## src/rtl/v850_insn_aligner_if.sv

```systemverilog
// Fetch-side and decode-side handshake bundle for the V850 instruction aligner.
// The master drives fetch beats, flush and insn_ready; the slave (the aligner) answers.
interface v850_insn_aligner_if #(
  parameter int unsigned FETCH_W = 32
);
  logic [FETCH_W-1:0] fetch_data;
  logic               fetch_valid;
  logic               fetch_ready;
  logic               flush;
  logic [31:0]        flush_pc;
  logic [47:0]        insn;
  logic [1:0]         insn_len;
  logic [31:0]        insn_pc;
  logic               insn_valid;
  logic               insn_ready;
  logic               insn_illegal;

  modport master (
    output fetch_data, fetch_valid, flush, flush_pc, insn_ready,
    input  fetch_ready, insn, insn_len, insn_pc, insn_valid, insn_illegal
  );

  modport slave (
    input  fetch_data, fetch_valid, flush, flush_pc, insn_ready,
    output fetch_ready, insn, insn_len, insn_pc, insn_valid, insn_illegal
  );
endinterface

```

## src/rtl/v850_insn_aligner.sv

```systemverilog
// V850 fetch aligner: halfword circular queue, 16/32/48-bit length decode, PC-tagged output.
// Optional macro V850_ILLEGAL_DET_EN builds the DIVH-r0 / all-ones illegal detector.
module v850_insn_aligner #(
  parameter int unsigned FETCH_W  = 32,
  parameter int unsigned QDEPTH   = 8,
  parameter logic [31:0] RESET_PC = 32'h0
) (
  input logic                clk,
  input logic                rst_n,
  v850_insn_aligner_if.slave bus
);
  localparam int unsigned BEAT_HW = FETCH_W / 16;
  localparam int unsigned PW      = $clog2(QDEPTH);
  localparam int unsigned CW      = PW + 1;
  localparam int unsigned SW      = $clog2(FETCH_W / 8) - 1;

  logic [15:0]   mem_q [QDEPTH];
  logic [PW-1:0] rd_q, wr_q;
  logic [PW-1:0] rd1, rd2;
  logic [CW-1:0] count_q, count_d;
  logic [CW-1:0] n_push;
  logic [25:0]   pc_q;
  logic [SW-1:0] skip_q;
  logic [15:0]   h0, h1, h2;
  logic [1:0]    len;
  logic          valid, push, pop;
  logic          unused_pc;

  assign unused_pc = ^{bus.flush_pc[31:26], bus.flush_pc[0]};

  assign rd1 = rd_q + PW'(1);
  assign rd2 = rd_q + PW'(2);
  assign h0  = mem_q[rd_q];
  assign h1  = mem_q[rd1];
  assign h2  = mem_q[rd2];

  // 48-bit forms are checked first: MOV imm32 also satisfies the 32-bit opcode range.
  always_comb begin
    len = 2'd1;
    if (h0[15:5] == 11'b00000110001 || h0 == 16'h02E0) begin
      len = 2'd3;
    end else if (h0[10:5] >= 6'b110000) begin
      len = 2'd2;
    end
  end

  assign valid           = !bus.flush && (count_q >= CW'(len));
  assign bus.fetch_ready = (CW'(QDEPTH) - count_q) >= CW'(BEAT_HW);
  assign push            = bus.fetch_valid && bus.fetch_ready && !bus.flush;
  assign pop             = valid && bus.insn_ready;
  assign n_push          = CW'(BEAT_HW) - CW'(skip_q);

  always_comb begin
    count_d = count_q;
    if (push) count_d = count_d + n_push;
    if (pop)  count_d = count_d - CW'(len);
  end

  always_comb begin
    bus.insn     = '0;
    bus.insn_len = 2'd0;
    if (valid) begin
      bus.insn_len     = len;
      bus.insn[15:0]   = h0;
      if (len >= 2'd2) bus.insn[31:16] = h1;
      if (len == 2'd3) bus.insn[47:32] = h2;
    end
  end

  assign bus.insn_valid = valid;
  assign bus.insn_pc    = {{6{pc_q[25]}}, pc_q};

`ifdef V850_ILLEGAL_DET_EN
  assign bus.insn_illegal = valid && (h0 == 16'hFFFF ||
                            (h0[10:5] == 6'b000010 && (h0[4:0] == 5'd0 || h0[15:11] == 5'd0)));
`else
  assign bus.insn_illegal = 1'b0;
`endif

  always_ff @(posedge clk or negedge rst_n) begin
    if (!rst_n) begin
      for (int i = 0; i < int'(QDEPTH); i++) mem_q[i] <= '0;
      rd_q    <= '0;
      wr_q    <= '0;
      count_q <= '0;
      pc_q    <= RESET_PC[25:0];
      skip_q  <= '0;
    end else if (bus.flush) begin
      rd_q    <= '0;
      wr_q    <= '0;
      count_q <= '0;
      pc_q    <= {bus.flush_pc[25:1], 1'b0};
      skip_q  <= bus.flush_pc[SW:1];
    end else begin
      if (push) begin
        // Halfwords below the redirect target inside the first beat are dropped.
        for (int i = 0; i < int'(BEAT_HW); i++) begin
          if (i >= int'(skip_q)) begin
            mem_q[wr_q + PW'(i) - PW'(skip_q)] <= bus.fetch_data[16*i +: 16];
          end
        end
        wr_q   <= wr_q + PW'(n_push);
        skip_q <= '0;
      end
      if (pop) begin
        rd_q <= rd_q + PW'(len);
        pc_q <= pc_q + {23'd0, len, 1'b0};
      end
      count_q <= count_d;
    end
  end
endmodule

```

## src/flat_wrapper.sv

```systemverilog
// flat-port wrapper written by rule: the top's interface ports become plain ports
module v850_insn_aligner_flat 
#(
  parameter int unsigned FETCH_W  = 32,
  parameter int unsigned QDEPTH   = 8,
  parameter logic [31:0] RESET_PC = 32'h0
)
  (clk, rst_n, bus_fetch_data, bus_fetch_valid, bus_flush, bus_flush_pc, bus_insn_ready, bus_fetch_ready, bus_insn, bus_insn_len, bus_insn_pc, bus_insn_valid, bus_insn_illegal);
  v850_insn_aligner_if #(.FETCH_W(FETCH_W)) bus_i ();
  input logic clk;
  input logic rst_n;
  input wire logic [$bits(bus_i.fetch_data)-1:0] bus_fetch_data;
  input wire logic [$bits(bus_i.fetch_valid)-1:0] bus_fetch_valid;
  input wire logic [$bits(bus_i.flush)-1:0] bus_flush;
  input wire logic [$bits(bus_i.flush_pc)-1:0] bus_flush_pc;
  input wire logic [$bits(bus_i.insn_ready)-1:0] bus_insn_ready;
  output wire logic [$bits(bus_i.fetch_ready)-1:0] bus_fetch_ready;
  output wire logic [$bits(bus_i.insn)-1:0] bus_insn;
  output wire logic [$bits(bus_i.insn_len)-1:0] bus_insn_len;
  output wire logic [$bits(bus_i.insn_pc)-1:0] bus_insn_pc;
  output wire logic [$bits(bus_i.insn_valid)-1:0] bus_insn_valid;
  output wire logic [$bits(bus_i.insn_illegal)-1:0] bus_insn_illegal;
  assign bus_i.fetch_data = bus_fetch_data;
  assign bus_i.fetch_valid = bus_fetch_valid;
  assign bus_i.flush = bus_flush;
  assign bus_i.flush_pc = bus_flush_pc;
  assign bus_i.insn_ready = bus_insn_ready;
  assign bus_fetch_ready = bus_i.fetch_ready;
  assign bus_insn = bus_i.insn;
  assign bus_insn_len = bus_i.insn_len;
  assign bus_insn_pc = bus_i.insn_pc;
  assign bus_insn_valid = bus_i.insn_valid;
  assign bus_insn_illegal = bus_i.insn_illegal;
  v850_insn_aligner #(.FETCH_W(FETCH_W), .QDEPTH(QDEPTH), .RESET_PC(RESET_PC)) u_core (.clk(clk), .rst_n(rst_n), .bus(bus_i));
endmodule
```

## config.mk

```make
export PLATFORM = sky130hd
export DESIGN_NAME = v850_insn_aligner_flat
export DESIGN_NICKNAME = d
export VERILOG_FILES = /design/src/rtl/v850_insn_aligner_if.sv /design/src/rtl/v850_insn_aligner.sv /design/src/flat_wrapper.sv
export SDC_FILE = /design/constraint.sdc
export NUM_CORES = 1
export LEC_CHECK = 0
export CAP_MARGIN = 10
export CELL_PAD_IN_SITES_DETAIL_PLACEMENT = 1
export CELL_PAD_IN_SITES_GLOBAL_PLACEMENT = 2
export CORE_MARGIN = 2
export CORE_UTILIZATION = 40
export CTS_CLUSTER_DIAMETER = 120
export CTS_CLUSTER_SIZE = 8
export DETAILED_ROUTE_END_ITERATION = 16
export DONT_BUFFER_PORTS = 1
export GPL_TIMING_DRIVEN = 0
export PLACE_DENSITY_LB_ADDON = 0.08
export SETUP_SLACK_MARGIN = 0.5
export SLEW_MARGIN = 20
export SYNTH_ARGS = -nofsm -noshare
export SYNTH_HDL_FRONTEND = slang
export SYNTH_SLANG_ARGS = --single-unit
```

## constraint.sdc

```tcl
create_clock -name clk -period 5.3 [get_ports clk]
set_input_delay 0.53 -clock clk [delete_from_list [all_inputs] [get_ports clk]]
set_output_delay 0.53 -clock clk [all_outputs]
set_load 0.01 [all_outputs]
```

---- Yosys cells after proc, flatten, opt, wreduce, memory -nomap -nowiden ----
Index checks and enable logic that the tools add are counted.
word-level totals
  input port bits ......................... 69
  memory bits (writable) .................. 0
  memory bits (read-only) ................. 0
  latch bits .............................. 0
  memories ................................ 0
  register bits after elaboration ......... 165
  output and inout port bits .............. 85
  word-level logic and storage cells ...... 92
cells by class
  equal/unequal tests ..................... 3
  bitwise gates (word level) .............. 6
  multiply operators ...................... 0
  reductions and logical operators ........ 11
  div/mod/pow operators ................... 0
  mux-type cells .......................... 35
  shift operators ......................... 0
  order comparisons ....................... 12
  add/subtract/negate cells ............... 12
operators with widths
  cell                  count
  $mux 128              3
  $bwmux 128            2
  $mux 16               10
  $bmux 16 s3           3
  $demux 16 s3          2
  $mux 26               2
  $mux 48               1
  $add 26x3->26         1
  $ge 4x4->1 const B    5
  $not 3->4             5
  $eq 16x10->1 const B  1
  $mux 3                4
  $mux 4                3
  $eq 11x6->1 const B   1
  $lt 4x1->1 const B    2
  $add 3x1->3 const B   2
  $ge 6x6->1 const B    1
  $logic_and 1x1->1     6
  $mux 2                3
  $sub 3x1->3           2
  $add 4x4->4           1
  $ge 4x2->1            1
  $ge 4x2->1 const B    1
  $reduce_bool 2->1     2
  14 further kinds      15

---- Logic depth before layout (Yosys ltp) ----
Gate-level depths: netlist of the first run.
  word-level depth ........................ 12
  depth in mapped cells ................... 16
  mapped depth without buffers ............ 13

---- Least setup slack after synthesis of the first run ----
No wires, ideal clock.
  path kind ............................... register -> output
  from .................................... register u_core.rd_q[0]
  to ...................................... output bus_insn[37]
  stages on the path, launching flop included .. 16
  data required time ...................... 4.770 ns
  path buffers ............................ 3
  data arrival time ....................... 3.572 ns
  slack ................................... 1.198 ns
  cell sequence ........................... dfrtp_1 -> buf_6 -> buf_6 -> mux4_2 -> mux2i_1 -> inv_1 -> and3_1 -> a31oi_1 -> ha_1 -> inv_1 -> o21ai_0 -> nand2_1 -> inv_1 -> nand2_2 -> buf_2 -> nor3_1
between the ends
  longest elaborated chain between the ends .. 10
  elaborated cells between the ends (all ways) .. 20
  classes of those cells .................. 1 x add/sub; 2 x order compare; 3 x eq/ne; 10 x mux; 2 x bitwise; 2 x reduce/logical
ends and longest elaborated chain
  item                                               RTL line                                          source
  start: declaration                                 v850_insn_aligner.sv:18                           logic [PW-1:0] rd_q, wr_q;
  start signal: assignment                           v850_insn_aligner.sv:106                          rd_q <= rd_q + PW'(len);
  $not 3->4 (implied by the code) (*)                v850_insn_aligner.sv:33                           assign h0 = mem_q[rd_q];
  $bmux 16 s3 (*)                                    v850_insn_aligner.sv:33
  $mux 16 (implied by the code) (*) (2 in a row)     v850_insn_aligner.sv:33
  $ge 6x6->1 (tied with other cells)                 v850_insn_aligner.sv:42                           end else if (h0[10:5] >= 6'b110000) begin
  $mux 2 / $logic_or 1x1->1 (equally long branches)  v850_insn_aligner.sv:42, v850_insn_aligner.sv:40
  $mux 2 (*)                                         v850_insn_aligner.sv:40                           if (h0[15:5] == 11'b00000110001 || h0 == 16'h02E0) begin
  $ge 4x2->1 (*)                                     v850_insn_aligner.sv:47                           assign valid = !bus.flush && (count_q >= CW'(len));
  $logic_and 1x1->1 (*)                              v850_insn_aligner.sv:47
  named net bus_insn_valid                           flat_wrapper.sv:21                                output wire logic [$bits(bus_i.insn_valid)-1:0] bus_insn_valid;
  $mux 48 (*)                                        v850_insn_aligner.sv:62                           if (valid) begin
  end: declaration                                   flat_wrapper.sv:18                                output wire logic [$bits(bus_i.insn)-1:0] bus_insn;
The timed path passes the listed nets; every way through them passes the cells marked *. The select of a mux whose other input is x is not followed.

---- Worst setup path in the final report of the first run ----
  from .................................... register u_core.rd_q[1]
  to ...................................... output bus_insn[22]
between the ends
  longest elaborated chain between the ends .. 10
  elaborated cells between the ends (all ways) .. 20
  classes of those cells .................. 1 x add/sub; 3 x order compare; 2 x eq/ne; 10 x mux; 2 x bitwise; 2 x reduce/logical
ends and longest elaborated chain
  item                                                 RTL line
  $not 3->4 (implied by the code)                      v850_insn_aligner.sv:33
  $bmux 16 s3                                          v850_insn_aligner.sv:33
  $mux 16 (implied by the code) (2 in a row)           v850_insn_aligner.sv:33
  $ge 6x6->1 (tied with other cells)                   v850_insn_aligner.sv:42
  $mux 2 / $logic_or 1x1->1 (equally long branches)    v850_insn_aligner.sv:42, v850_insn_aligner.sv:40
  $mux 2                                               v850_insn_aligner.sv:40
  $ge 4x2->1 / $ge 2x2->1 (equally long branches)      v850_insn_aligner.sv:47, v850_insn_aligner.sv:65
  $logic_and 1x1->1 / $mux 16 (equally long branches)  v850_insn_aligner.sv:47, v850_insn_aligner.sv:65
  $mux 48 (*)                                          v850_insn_aligner.sv:62
Every way passes the cells marked *; elsewhere a longest branch is shown, timed or not. The select of a mux whose other input is x is not followed.

==> run_results.csv, run 1 <==
group,metric,value,unit
power_and_ir_drop,clockPowerShare,0.164,
timing,rsz0062_at_grt,"false",
cts,numCtsBuffers,17,
timing,fin_ws,0.651,ns
timing,hold_viol,0,
worst_setup_path,startpoint,"u_core.rd_q[1]$_DFFE_PN0P_",
synth,ys_ff_latch,164,
finish,syn2layout_area_growth,11.8,%
placed_design,dp_cells,1573,
cts,max-clock-path-buffers,2,
cts,cts_root_buf,"clkbuf_16",
worst_setup_path,startpoint_type,"register",
global_route,grt_util_met1,0.458,
floorplanning,fp.coreArea,29800,um2
routing,ant_nets,0,
cts,numClockSinks,164,
worst_setup_path,timing.rr.start,"u_core.rd_q[0]$_DFFE_PN0P_",
power_and_ir_drop,vdd_drop_max,262,uV
finish,final_common_cell,"mux2i_1",
power_and_ir_drop,leakage,5.31,nW
worst_setup_path,critical_path_class,"register to output pin",
synth,synthArstFlopShare,1.00,
placed_design,place_hpwl,34900,um
synth,yosysUniqueCellTypes,63,
finish,final_cells,1611,
floorplanning,die_area,31900,um2
global_route,antenna_found_initial,0,
power_and_ir_drop,p_seq_frac,0.316,
floorplanning,core.rowCount,63,
global_route,grt_overflow,0,
timing,setup_viol,0,
finish,layout_common_cells,"mux2i_1, nand2_1, dfrtp_1, o21ai_0, mux4_2",
routing,vias,10500,
worst_setup_path,critPathMaxFanout,10,
timing,fin_crit,4.65,ns
routing,wire_per_inst,32.1,um
global_route,grt_max_degree,165,
placed_design,numPortBuffers,0,
worst_hold_path,worst_hold_path_type,"input port to async pin",
worst_setup_path,required,4.77,ns
floorplanning,die_h,178,um
cts,h-tree-depth,4,
global_route,use_met2,0.507,
finish,drive_gt1_frac,0.197,
synth,synthCells,1182,
power_and_ir_drop,switching_share,0.466,
power_and_ir_drop,switchingPower,3.70,mW
cts,clock_latency,0.45,ns
timing,clock-skew-final,0.0117,ns
power_and_ir_drop,internal_power,4.23,mW
finish,n_antenna_cell,0,
synth,seq_area_frac_synth,0.337,
routing,drt_iter0_markers,1237,
power_and_ir_drop,powerDensity,583,nW/um2
global_route,grt_pass1_wl,74900,um
power_and_ir_drop,p_comb_frac,0.519,
run_status,outcome,"finished clean",
timing,fmax,215,MHz
global_route,grt_pass1_vias,10700,
synth,synthesis.area,12200,um2
global_route,busiest_layer,"met2",
timing,slew_violations,0,
routing,drt_pre_antenna_iters,5,
placed_design,dp_worst_setup_slack,-0.747,ns
cts,cts_tree,"built",
routing,drt_wl_total,51700,um
global_route,grt_usage,0.334,
worst_setup_path,end_kind,"output pin",
run,maxCapViolations,0,
timing,max_slew_margin,0.196,
cts,path_clk_slew,0.07,ns
routing,routed_via_density,6.53,
routing,drcViolationCount,0,
timing,fin_crit_sh,0.877,
global_route,grt_util_met3,0.0908,
synth,syn_avg_cell_area,10.3,um2
timing,tightest_slew,1.20,ns
floorplanning,ios,154,
placed_design,place.gp.congestion,0.897,
finish,layout.nets,1300,
synth,yosys_warnings,0,
worst_setup_path,cp.arrival,4.12,ns
power_and_ir_drop,power.total,7.93,mW
timing,holdWs,0.102,ns
synth,synth-edff-count,0,
floorplanning,fp.dieW,178,um
synth,synth_top_flop_cell,"dfrtp_1",
floorplanning,start_util,0.409,
-- critical path: stages, from the launching register on --
cell and delay, ns:
dfrtp_1 0.41, buf_6 0.21, buf_6 0.21, mux4_2 0.31, mux2_2 0.36, a2111oi_4 0.19, buf_4 0.20, buf_4 0.17
a31o_4 0.24, ha_1 0.16, nor2b_2 0.06, o21ai_4 0.23, nand2_4 0.14, clkbuf_2 0.35, a211oi_4 0.43
-- cell type report --
cell class                 count  area, um2
sequential                   164       4110
fill                        3307      16200
inverter                      22       82.6
tap                          390        488
clock buffer                  21        460
multi-input combinational    876       7680
timing repair buffer           7       72.6
clock inverter                10        124
buffer                       121        599
-- metrics by stage --
step | utilization | instance area [um2] | setup TNS [ns]
final | 0.457 | 13600 | 0
after global routing | 0.457 | 13600 | 0
after CTS | 0.453 | 13500 | 0
after detailed placement | 0.426 | 12700 | -19.44
after global placement | 0.425 | 12700 | -15.36
after floorplan | - | 12200 | 0
-- final timing paths --
| kind | endpoint | slack, ns | cells past startpoint |
|---|---|---|---|
| max | bus_insn[22] | 0.65 | 14 |
| min | u_core.wr_q[1]$_DFFE_PN0P_ | 0.10 | 1 |
| max reg2reg | u_core.pc_q[22]$_DFFE_PN0P_ | 0.86 | 16 |
| min reg2reg | u_core.mem_q[115]$_DFFE_PN0P_ | 0.54 | 2 |
| max in group asynchronous | u_core.rd_q[0]$_DFFE_PN0P_ | 4.50 | 1 |
| min in group clk | u_core.pc_q[7]$_DFFE_PN0P_ | 0.20 | 1 |
-- cell families after synthesis --
group	synth area share
muxes	0.332
and+or+nand+nor	0.120
DFF	0.337
xor gates and xnor gates	0.0201
buffers and inverters	0.0533
AOI/OAI and AO/OA	0.111
other	0.000308
adders and majority gates	0.0257
-- flip-flops by register name (all words and copies together) (netlist names) --
signal          flops
u_core.mem_q      128
u_core.wr_q         3
u_core.pc_q        25
u_core.count_q      4
u_core.rd_q         3
u_core.skip_q       1
-- power groups by stage --
stage               logic (mW)  clock network, mW  registers, mW
finish                    4.12               1.30           2.51
global route              4.40               1.38           2.56
CTS                       4.00               1.32           2.46
detailed placement        3.83                  0           2.47
global placement          3.74                  0           2.46
floorplan                 2.80                  0           2.17
-- routing by layer --
| metal | vias up | part of all wire |
|---|---|---|
| met1 | 5483 | 0.43 |
| li1 | 4394 | - |
| met4 | 0 | 0.034 |
| met2 | 556 | 0.45 |
| met5 | - | 0 |
| met3 | 88 | 0.087 |
-- cells in the mapped netlist, drive strengths merged, types with 4 or more instances --
master | number | area [um2]
a211oi | 19 | 188
a21oi | 12 | 63.8
a31oi | 4 | 25.0
and3 | 9 | 56.3
buf | 60 | 338
clkbuf | 61 | 229
dfrtp | 164 | 4100
fa | 5 | 100
ha | 17 | 213
inv | 22 | 82.6
mux2i | 179 | 1790
mux4 | 99 | 2230
nand2 | 175 | 659
nand3 | 9 | 57.6
nor2 | 46 | 173
nor2b | 9 | 56.3
nor3 | 31 | 155
nor3b | 4 | 35.0
nor4 | 6 | 52.6
nor4b | 8 | 70.1
o21a | 4 | 30.0
o21ai | 162 | 811
o31ai | 5 | 37.5
or3 | 5 | 31.3
xnor2 | 20 | 175
xor2 | 8 | 70.1
-- timing repair --
item,in CTS,in global routing
hold endpoints to repair,164,0
buffers inserted,3,3
hold buffers,1,0
pin swaps,3,5
resized for setup,45,17
setup endpoints to repair,73,46
(Power assumes the default switching activity.)
==> run 2, diff against run 1 <==
==> constraint.sdc (replaced) <==
create_clock -name clk -period 5.4 [get_ports clk]
set_input_delay 0.54 -clock clk [delete_from_list [all_inputs] [get_ports clk]]
set_output_delay 0.54 -clock clk [all_outputs]
set_load 0.01 [all_outputs]
==> run 2 against run 1 <==
Sequential cell count stayed put. First-iteration DRC count shrank 0.97%. Sequential share of layout area about the same. Sequential power decreased by 2%. Global-route usage hardly changed. Combinational power decreased by 2%. Clock-buffer cell count did not move. Routed wire length about the same. Largest cell class unchanged.
==> run_results.csv, run 2 (same netlist as run 1, synthesis figures left out) <==
group,metric,value,unit
routing,routed_via_density,6.47,
cts,numCtsBuffers,17,
run_status,outcome,"finished clean",
finish,nFillCells,3312,
timing,slew_violations,0,
global_route,grt_util_met3,0.0925,
global_route,grt_usage,0.334,
finish,final_cells,1611,
global_route,grt_max_degree,165,
cts,cts_root_buf,"clkbuf_16",
timing,clock-skew-final,0.0137,ns
worst_setup_path,startpoint_type,"register",
worst_setup_path,crit_path_cell_trace,"buf_6 -> buf_6 -> buf_4 -> mux4_2 -> mux2i_1 -> and3_2 -> a31oi_4 -> ha_1 -> inv_1 -> o21ai_4 -> nand2_2 -> clkbuf_2 -> a211oi_4",
finish,n_antenna_cell,0,
placed_design,dp_cells,1573,
floorplanning,core.rowCount,63,
worst_setup_path,critPathMaxFanout,10,
worst_setup_path,cp.arrival,4.20,ns
finish,syn2layout_area_growth,11.7,%
floorplanning,start_util,0.409,
floorplanning,die_area,31900,um2
worst_setup_path,crit_buf_inv,5,
cts,cts_tree,"built",
timing,setup_viol,0,
worst_setup_path,required,4.86,ns
routing,vias,10400,
floorplanning,fp.coreArea,29800,um2
placed_design,place.gp.congestion,0.897,
power_and_ir_drop,leakage,5.30,nW
worst_setup_path,end_kind,"output pin",
run,maxCapViolations,0,
routing,drt_iter0_markers,1225,
worst_setup_path,slowest_stage,"a211oi_4",
finish,layout_common_cells,"mux2i_1, nand2_1, dfrtp_1, o21ai_0, mux4_2",
timing,rsz0062_at_grt,"false",
routing,drt_pre_antenna_iters,5,
finish,seqCellArea,4100,um2
power_and_ir_drop,vdd_drop_max,260,uV
floorplanning,die_h,178,um
finish,final_common_cell,"mux2i_1",
timing,tightest_slew,1.18,ns
global_route,antenna_found_initial,0,
cts,clock_latency,0.46,ns
floorplanning,ios,154,
placed_design,place_hpwl,34900,um
timing,fin_crit,4.74,ns
timing,max_slew_margin,0.210,
finish,reg.largest.list,"u_core.mem_q (128), u_core.pc_q (25), u_core.count_q (4)",
finish,largest_register_ffs,128,
worst_hold_path,worst_hold_path_type,"input port to async pin",
finish,layout.nets,1300,
finish,largest_register,"u_core.mem_q",
global_route,use_met2,0.508,
timing,fin_tns_setup,0,ns
placed_design,numPortBuffers,0,
global_route,grt_pass1_wl,74800,um
timing,fmax,211,MHz
cts,max-clock-path-buffers,2,
cts,path_clk_slew,0.07,ns
global_route,grt_util_met1,0.456,
global_route,grt_overflow,0,
routing,wire_per_inst,32.0,um
cts,h-tree-depth,4,
worst_setup_path,critical_path.top_delay_family,"buffers and inverters",
power_and_ir_drop,power.total,7.77,mW
finish,drive_gt1_frac,0.196,
timing,hold_viol,0,
global_route,busiest_layer,"met2",
finish,multi_input_area,7670,um2
cts,numClockSinks,164,
floorplanning,fp.dieW,178,um
worst_setup_path,path_common_cell,"buf_6",
timing,fin_crit_sh,0.878,
power_and_ir_drop,powerDensity,571,nW/um2
worst_setup_path,critical_path_class,"register to output pin",
routing,ant_nets,0,
routing,drt_wl_total,51600,um
global_route,grt_pass1_vias,10700,
routing,drcViolationCount,0,
worst_setup_path,slowest_delay,0.43,ns
run 2: cell counts in the layout (fill, tap and decap cells not counted):
No cell type changed its count.
run 2: power breakdown:
group          total (mW)  switching [mW]  internal [mW]
logic                4.03            2.31           1.72
clock network        1.29           0.578          0.708
registers            2.45           0.736           1.72
total                7.77            3.62           4.15
run 2: routing by layer:
layer  share of wire  wire, um  vias to the layer above
met5               0         0                        -
met4           0.034      1750                        0
met3           0.098      5060                       87
met2            0.45     23300                      543
met1            0.42     21500                     5397
li1                -         -                     4401
run 2: area by class of cell:
class / count / area share
inverters: 22 / 0.00607
well taps: 390 / 0.0359
clock buffers: 21 / 0.0339
multi-input cells: 876 / 0.564
plain buffers: 121 / 0.0438
flip-flops and latches: 164 / 0.302
repair buffers: 7 / 0.00534
clock inverters: 10 / 0.00911
run 2: path summary, 6_finish.rpt:
check / startpoint / end / slack [ns] / depth (start not counted)
worst min-delay path: rst_n / u_core.wr_q[1]$_DFFE_PN0P_ / 0.1 / 1
worst max register to register: u_core.rd_q[0]$_DFFE_PN0P_ / u_core.pc_q[22]$_DFFE_PN0P_ / 0.93 / 16
worst max-delay path: u_core.rd_q[1]$_DFFE_PN0P_ / bus_insn[22] / 0.66 / 13
min in group clk: bus_flush_pc[7] / u_core.pc_q[7]$_DFFE_PN0P_ / 0.20 / 1
max in group asynchronous: rst_n / u_core.mem_q[107]$_DFFE_PN0P_ / 4.57 / 1
worst min register to register: u_core.mem_q[115]$_DFFE_PN0P_ / u_core.mem_q[115]$_DFFE_PN0P_ / 0.54 / 2
run 2: what timing repair did:
action	in CTS	in global routing
gates resized for setup	43	14
hold endpoints to repair	164	0
pin swaps	3	4
hold buffers	1	0
endpoints found under the setup margin	63	46
buffers inserted	3	3
run 2: metrics by stage:
| stage | util | area [um2] | setup slack (ns) | hold slack (ns) |
|---|---|---|---|---|
| 3_3_place_gp | 0.425 | 12700 | -0.569 | 0.251 |
| 6_report | 0.456 | 13600 | 0.658 | 0.0952 |
| 4_1_cts | 0.453 | 13500 | 0.481 | 0.188 |
| 3_5_place_dp | 0.426 | 12700 | -0.657 | 0.253 |
| 5_1_grt | 0.456 | 13600 | 0.498 | 0.166 |
| 2_1_floorplan | - | 12200 | 1.29 | 0.244 |
